$ cat config.mk
export PLATFORM = sky130hd
export DESIGN_NAME = uart_rx
export DESIGN_NICKNAME = d
export VERILOG_FILES = /design/src/rtl/uart_rx.sv
export SDC_FILE = /design/constraint.sdc
export NUM_CORES = 1
export LEC_CHECK = 0
export BUFFER_PORTS_ARGS = -buffer_cell sky130_fd_sc_hd__buf_2
export CORE_MARGIN = 2
export CORE_UTILIZATION = 56
export DETAILED_ROUTE_END_ITERATION = 7
export GPL_TIMING_DRIVEN = 0
export PLACE_DENSITY = 0.87
export SLEW_MARGIN = 20
export SYNTH_ARGS = -nofsm -noshare
export SYNTH_HDL_FRONTEND = slang
export SYNTH_SLANG_ARGS = --single-unit
$ cat constraint.sdc
create_clock -name clock -period 2 [get_ports clock]
set_input_delay 0.2 -clock clock [delete_from_list [all_inputs] [get_ports clock]]
set_output_delay 0.2 -clock clock [all_outputs]
set_load 0.02 [all_outputs]
$ cat src/rtl/uart_rx.sv
`timescale 1ns/1ps
`default_nettype none
// ============================================================================
// Module      : uart_rx
// Description : Oversampling serial byte receiver (8N1; 8E1 when the macro
//               UART_RX_PARITY_EN is defined) with framing/parity error pulses.
// Revision    : 1.0 - initial release
// ============================================================================
module uart_rx #(
  parameter int CLKS_PER_BIT = 16
) (
  input  logic       clock,
  input  logic       reset_n,
  input  logic       rx,
  output logic [7:0] data,
  output logic       valid,
  output logic       frame_err,
  output logic       parity_err,
  output logic       busy
);

  localparam int                  c_cnt_w     = $clog2(CLKS_PER_BIT);
  localparam logic [c_cnt_w-1:0]  c_half_last = c_cnt_w'(CLKS_PER_BIT / 2 - 1);
  localparam logic [c_cnt_w-1:0]  c_full_last = c_cnt_w'(CLKS_PER_BIT - 1);

  typedef enum logic [2:0] {
    S_IDLE   = 3'd0,
    S_START  = 3'd1,
    S_DATA   = 3'd2,
`ifdef UART_RX_PARITY_EN
    S_PARITY = 3'd3,
`endif
    S_STOP   = 3'd4,
    S_BREAK  = 3'd5
  } state_t;

  logic [1:0]         r_sync;
  logic               w_rx_s;
  state_t             r_state,  w_state_nxt;
  logic [c_cnt_w-1:0] r_cnt,    w_cnt_nxt;
  logic [2:0]         r_idx,    w_idx_nxt;
  logic [7:0]         r_shift,  w_shift_nxt;
  logic [7:0]         r_data,   w_data_nxt;
  logic               r_valid,  w_valid_nxt;
  logic               r_ferr,   w_ferr_nxt;
  logic               r_perr,   w_perr_nxt;
  logic               w_pbad;

  assign w_rx_s = r_sync[1];

`ifdef UART_RX_PARITY_EN
  logic r_pbad, w_pbad_nxt;
  assign w_pbad = r_pbad;
`else
  // No parity bit: mismatch can never occur, so parity_err stays low.
  assign w_pbad = 1'b0;
`endif

  always_comb begin
    w_state_nxt = r_state;
    w_cnt_nxt   = r_cnt;
    w_idx_nxt   = r_idx;
    w_shift_nxt = r_shift;
    w_data_nxt  = r_data;
    w_valid_nxt = 1'b0;
    w_ferr_nxt  = 1'b0;
    w_perr_nxt  = 1'b0;
`ifdef UART_RX_PARITY_EN
    w_pbad_nxt  = r_pbad;
`endif
    case (r_state)
      S_IDLE: begin
        if (!w_rx_s) begin
          w_state_nxt = S_START;
          w_cnt_nxt   = '0;
          w_idx_nxt   = '0;
`ifdef UART_RX_PARITY_EN
          w_pbad_nxt  = 1'b0;
`endif
        end
      end
      S_START: begin
        if (r_cnt == c_half_last) begin
          w_cnt_nxt   = '0;
          w_state_nxt = w_rx_s ? S_IDLE : S_DATA;
        end else begin
          w_cnt_nxt = r_cnt + 1'b1;
        end
      end
      S_DATA: begin
        if (r_cnt == c_full_last) begin
          w_cnt_nxt   = '0;
          w_shift_nxt = {w_rx_s, r_shift[7:1]};  // LSB arrives first
          w_idx_nxt   = r_idx + 3'd1;
`ifdef UART_RX_PARITY_EN
          if (r_idx == 3'd7) w_state_nxt = S_PARITY;
`else
          if (r_idx == 3'd7) w_state_nxt = S_STOP;
`endif
        end else begin
          w_cnt_nxt = r_cnt + 1'b1;
        end
      end
`ifdef UART_RX_PARITY_EN
      S_PARITY: begin
        if (r_cnt == c_full_last) begin
          w_cnt_nxt   = '0;
          w_pbad_nxt  = w_rx_s ^ (^r_shift);
          w_state_nxt = S_STOP;
        end else begin
          w_cnt_nxt = r_cnt + 1'b1;
        end
      end
`endif
      S_STOP: begin
        if (r_cnt == c_full_last) begin
          w_cnt_nxt = '0;
          if (w_rx_s) begin
            w_state_nxt = S_IDLE;
            if (w_pbad) begin
              w_perr_nxt = 1'b1;
            end else begin
              w_data_nxt  = r_shift;
              w_valid_nxt = 1'b1;
            end
          end else begin
            w_ferr_nxt  = 1'b1;
            w_perr_nxt  = w_pbad;
            w_state_nxt = S_BREAK;
          end
        end else begin
          w_cnt_nxt = r_cnt + 1'b1;
        end
      end
      S_BREAK: begin
        // A line held low reports a single frame error, then waits for idle.
        if (w_rx_s) w_state_nxt = S_IDLE;
      end
      default: w_state_nxt = S_IDLE;
    endcase
  end

  always_ff @(posedge clock or negedge reset_n) begin
    if (!reset_n) begin
      r_sync  <= 2'b11;
      r_state <= S_IDLE;
      r_cnt   <= '0;
      r_idx   <= '0;
      r_shift <= '0;
      r_data  <= '0;
      r_valid <= 1'b0;
      r_ferr  <= 1'b0;
      r_perr  <= 1'b0;
`ifdef UART_RX_PARITY_EN
      r_pbad  <= 1'b0;
`endif
    end else begin
      r_sync  <= {r_sync[0], rx};
      r_state <= w_state_nxt;
      r_cnt   <= w_cnt_nxt;
      r_idx   <= w_idx_nxt;
      r_shift <= w_shift_nxt;
      r_data  <= w_data_nxt;
      r_valid <= w_valid_nxt;
      r_ferr  <= w_ferr_nxt;
      r_perr  <= w_perr_nxt;
`ifdef UART_RX_PARITY_EN
      r_pbad  <= w_pbad_nxt;
`endif
    end
  end

  assign data       = r_data;
  assign valid      = r_valid;
  assign frame_err  = r_ferr;
  assign parity_err = r_perr;
  assign busy       = (r_state != S_IDLE);

endmodule
`default_nettype wire

# Yosys cells after proc, flatten, opt, wreduce, memory -nomap -nowiden
# Index checks and enable logic that the tools add are counted.
dict set report totals {
  reg_bits 30
  latch_bits 0
  ram_bits 0
  rom_bits 0
  input_bits 3
  n_memories 0
}
dict set report op_classes {
  addsub 2
  multipliers 0
  n_div 0
  n_lt_le_gt_ge 0
  eq_ne 13
  n_shift 0
  mux 22
  bitwise_logic 0
  n_reduce_logical 10
}
# op n
set ops {}
lappend ops {{$mux W3} 9}
lappend ops {{$pmux W3 S5} 1}
lappend ops {{$mux W4} 3}
lappend ops {{$ne A2 B2 Y1 const B} 6}
lappend ops {{$pmux W4 S3} 1}
lappend ops {{$eq A3 B3 Y1 const B} 3}
lappend ops {{$mux W1} 6}
lappend ops {{$pmux W3 S2} 1}
lappend ops {{$reduce_and A3 Y1} 2}
lappend ops {{$reduce_and A6 Y1} 1}
lappend ops {{$reduce_bool A3 Y1} 2}
lappend ops {{$add A4 B1 Y4 const B} 1}
lappend ops {{$eq A4 B3 Y1 const B} 1}
lappend ops {{$eq A4 B4 Y1 const B} 1}
lappend ops {{$reduce_and A2 Y1} 2}
lappend ops {{$add A3 B1 Y3 const B} 1}
lappend ops {{$eq A3 B1 Y1 const B} 1}
lappend ops {{$eq A3 B2 Y1 const B} 1}
lappend ops {{$logic_not A3 Y1} 1}
lappend ops {{$mux W2} 1}
lappend ops {{$reduce_bool A2 Y1} 1}
lappend ops {{$reduce_or A2 Y1} 1}

# Logic depth before layout (Yosys ltp)
dict set report depth {
  ltp_word 4
  mapped_depth 6
  mapped_depth_nobuf 5
}

# Worst setup path after synthesis
# OpenSTA, ideal clock, no wires.
dict set report synth_path {
  path_type {reg2reg}
  start {reg r_cnt[0]}
  end {reg r_data[0] (netlist: data[0])}
  t_arrival_ns 1.333
  required_time_ns 1.875
  slack_ns 0.542
  path_stages_with_launch 6
  path_buffers 0
  synth_period_minus_slack_ns 1.458
  cell_sequence {dfrtp_1 > ha_1 > nand3_4 > nor3_2 > nand2_2 > mux2_2}
}
dict set report synth_via {
  elab_chain_len 2
}
# item line
set synth_rtl {}
lappend synth_rtl {{start: declaration} 40} ;# logic [c_cnt_w-1:0] r_cnt, w_cnt_nxt;
lappend synth_rtl {{start signal: assignment} 160} ;# r_cnt <= w_cnt_nxt;
lappend synth_rtl {{$eq A4 B4 Y1} 116} ;# if (r_cnt == c_full_last) begin
lappend synth_rtl {{$reduce_and A3 Y1 (no line)} n/a}
lappend synth_rtl {{end signal: assignment} 163} ;# r_data <= w_data_nxt;
lappend synth_rtl {{end: declaration} 43} ;# logic [7:0] r_data, w_data_nxt;
# Every way passes these cells.
# A chain may end at the register's enable or synchronous reset.

# Worst setup path after layout
dict set report layout_path {
  start {reg r_cnt[0]}
  end {reg r_data[2] (netlist: data[2])}
}
# The elaborated chain is that of the path after synthesis.

==> results by group <==
Outcome
  • Outcome: finished, final reports clean

Yosys
  • Synth Area in XOR/XNOR: 0.0188
  • Most used DFF post-synth: dfrtp_1
  • Distinct cells, synth: 41
  • Number of standard cells after synthesis: 136
  • Share of synthesized area occupied by flip-flops and latches: 0.538
  • Leading post-synthesis cells by cell area: dfrtp_1, nand2_1, mux2_2
  • Synth area leader: dfrtp_1
  • Post-synth EDFFs: 0
  • Mapped Nets: 142
  • Number of synthesized register bits: 30
  • Post-synthesis async set-or-reset flop share: 1.00
  • Post-Syn Area: 1400 um^2
  • Top cells by count, synth: nand2_1, dfrtp_1, mux2_2, a21oi_1, nand3_1
  • Portion of netlist area occupied by mux cells: 0.0716
  • Most frequent cell after synthesis: nand2_1
  • Share of Yosys cell area claimed by the top area cell type: 0.501
  • Adder-Cell Fraction of Synth Area: 0.0340
  • Compound-gate portion of the synthesized area: 0.0903
  • Area share of and/or/nand/nor cells after synthesis: 0.199
  • Largest family of logic cells by synthesized area: simple AND/OR/NAND/NOR gates
  • Average footprint of a synthesized cell: 10.3 um^2
  • Syn. warnings: 0

STA
  • Clock Skew: 5.97 ps
  • Hold violation total from the final report: 0
  • FMAX: 610 MHz
  • Setup TNS: 0 ps
  • Relative slew slack: 0.564
  • Number of failing setup endpoints in the final timing report: 0
  • Setup repair after global routing missed its margin: no
  • Final critical-path required period: 1640 ps
  • Fraction of the cycle the final worst path needs: 0.820
  • Actual transition at the worst max-transition pin: 654 ps
  • Min setup slack post-route: 359 ps
  • Max Transition Viols Final: 0

Worst setup path
  • Worst path slowest cell: dfrtp_1
  • Cell chain of the critical path: ha_1 -> nand3_4 -> nor3_2 -> nand2_2 -> mux2_2
  • Worst-case reg-to-reg path depth: 5
  • Type of the worst setup path: flip-flop to flip-flop
  • Delay contributed by the slowest stage of the critical path: 400 ps
  • Top Family by Delay on Critical Path: simple AND/OR/NAND/NOR gates
  • Reg2reg end: data[2]
  • Worst r2r src: r_cnt[0]
  • Arrival @ worst endpoint: 1850 ps
  • Highest fanout seen on the critical path: 9
  • Number of buffer and inverter instances along the worst setup path: 0
  • Nature of the critical path startpoint: flip-flop
  • Setup slack, reg-to-reg: 360 ps
  • Capturing element type of the critical path: flip-flop
  • Data required time at the worst endpoint: 2210 ps

Floorplan
  • Die Y: 54.0 um
  • Floorplan die area: 2910 um^2
  • Count of boundary I/O pins: 15
  • Initial standard-cell utilization of the core: 0.575
  • Placeable core area: 2430 um^2
  • Die boundary width: 54.0 um
  • Row count: 18

Hold path
  • Number of cells on the worst hold path: 0
  • Hold path startpoint: r_sync[0]
  • Worst min-delay path endpoint: r_sync[1]
  • Worst Hold Class: flip-flop to flip-flop

Global route
  • Global-route wire length before repair: 4460 um
  • Antenna violations before repair: 0
  • Maximum number of pins on one net before global-route repair: 31
  • Remaining global-route overflow: 0
  • Vias in the first global route: 1042
  • Combined global-route utilization of all metal layers: 0.215

Detailed routing
  • Total number of vias: 1024
  • # DRC: 0
  • Initial drt markers: 9
  • Number of optimization iterations in the first detailed-route pass: 5
  • Avg WL per Cell: 13.5 um
  • Mean number of vias per cell: 5.45
  • Post-detailed-routing wire length: 2540 um
  • Remaining number of nets flagged by the antenna check after routing: 0

Finish
  • N_diodes: 0
  • Utilization of the core after routing: 0.659
  • Total Nets Final: 164
  • Synth-to-layout area growth: 14.6%
  • Fraction of final layout cells with drive strength greater than 1: 0.272

CTS
  • Clock latency on the worst-skew pair: 310 ps
  • Clk Tree Root Cell: clkbuf_4
  • Number of buffers on the longest clock path: 2
  • CTS sink count: 30
  • Number of gates resized after CTS: 0
  • Clock tree from TritonCTS: built
  • Hold buffer count at CTS: 2
  • Number of setup buffers added after CTS: 0
  • H-tree depth reported by CTS: 2
  • CTS buffer count: 5
  • CTS clock-pin slew for the worst setup and hold paths: 90 ps

Power and ir drop
  • Worst IR drop on VDD: 0.000885 V
  • Power per Cell Area: 975 nW/um^2
  • Leakage power of the design: 0.844 nW

Place
  • Count of port buffers added during placement: 13
  • Post-detail-place hpwl: 1810 um
  • Pre-CTS WS: 356 ps
  • GPL Wtd Cong: 0.820

Flow run
  • Max-cap violations: 0
## registers in the layout, indices dropped and copies added (netlist names)
register,flops
r_idx,3
frame_err,1
r_shift,8
data,8
r_state,3
r_sync,2
valid,1
r_cnt,4
## layout by cell type, fill, tap and decap left out, types with 2 or more instances in the layout
cell           instances
xor2_1                 2
inv_1                  5
o21ai_0                2
o211ai_1               2
nand3_1                6
nand2_1               33
buf_2                 17
dfrtp_1               28
nor4_1                 2
nor2_1                 5
dfstp_2                2
a21oi_1                6
ha_1                   3
mux2_2                 8
dlygate4sd3_1          2
nand2b_1               2
clkbuf_4               5
## per-stage QoR
stage	instance area, um^2	std cells	hold slack [ps]	total power, mW
5_1_grt	1600	188	370	1.66
3_3_place_gp	1500	179	257	1.06
2_1_floorplan	1400	136	-95.6	1.00
6_report	1600	188	366	1.56
4_1_cts	1600	188	369	1.58
3_5_place_dp	1500	179	263	1.09
## cells by family after synthesis
family | after synthesis
AND/OR/NAND/NOR | 58
flip-flops | 30
AO/OA/AOI/OAI | 19
buffers and inverters | 12
multiplexers | 9
adder cells (fa/ha/maj) | 4
XOR/XNOR | 3
other | 1
## routing by layer
metal | track usage | vias up | wire length (um)
met5 | 0 | - | 0
met4 | 0.0833 | 0 | 31
met3 | 0.0583 | 5 | 108
met2 | 0.364 | 23 | 1300
met1 | 0.261 | 497 | 1100
li1 | - | 499 | -
## how the worst max path moves through the flow
stage / start / end / slack (ps) / cells past startpoint
after floorplan: r_cnt[0] / data[0] / 540 / 5
after global placement: r_cnt[0] / data[5] / 430 / 5
after detailed placement: r_cnt[0] / data[2] / 360 / 5
after CTS: r_cnt[0] / data[2] / 350 / 5
after global routing: r_cnt[0] / data[7] / 200 / 5
final: r_cnt[0] / data[2] / 360 / 5
## layout make-up
| class | count | area, um^2 |
|---|---|---|
| clock buffer | 6 | 51.3 |
| sequential | 30 | 753 |
| timing repair buffer | 15 | 85.1 |
| buffer | 7 | 43.8 |
| inverter | 5 | 18.8 |
| fill | 204 | 830 |
| multi-input combinational | 94 | 583 |
| tap | 30 | 37.5 |
| clock inverter | 1 | 30.0 |
## power by group
part	internal, mW	total, mW	switching, mW
Sequential	0.662	0.713	0.0513
Combinational	0.156	0.367	0.211
Clock	0.291	0.483	0.192
(Power assumes the default switching activity.)
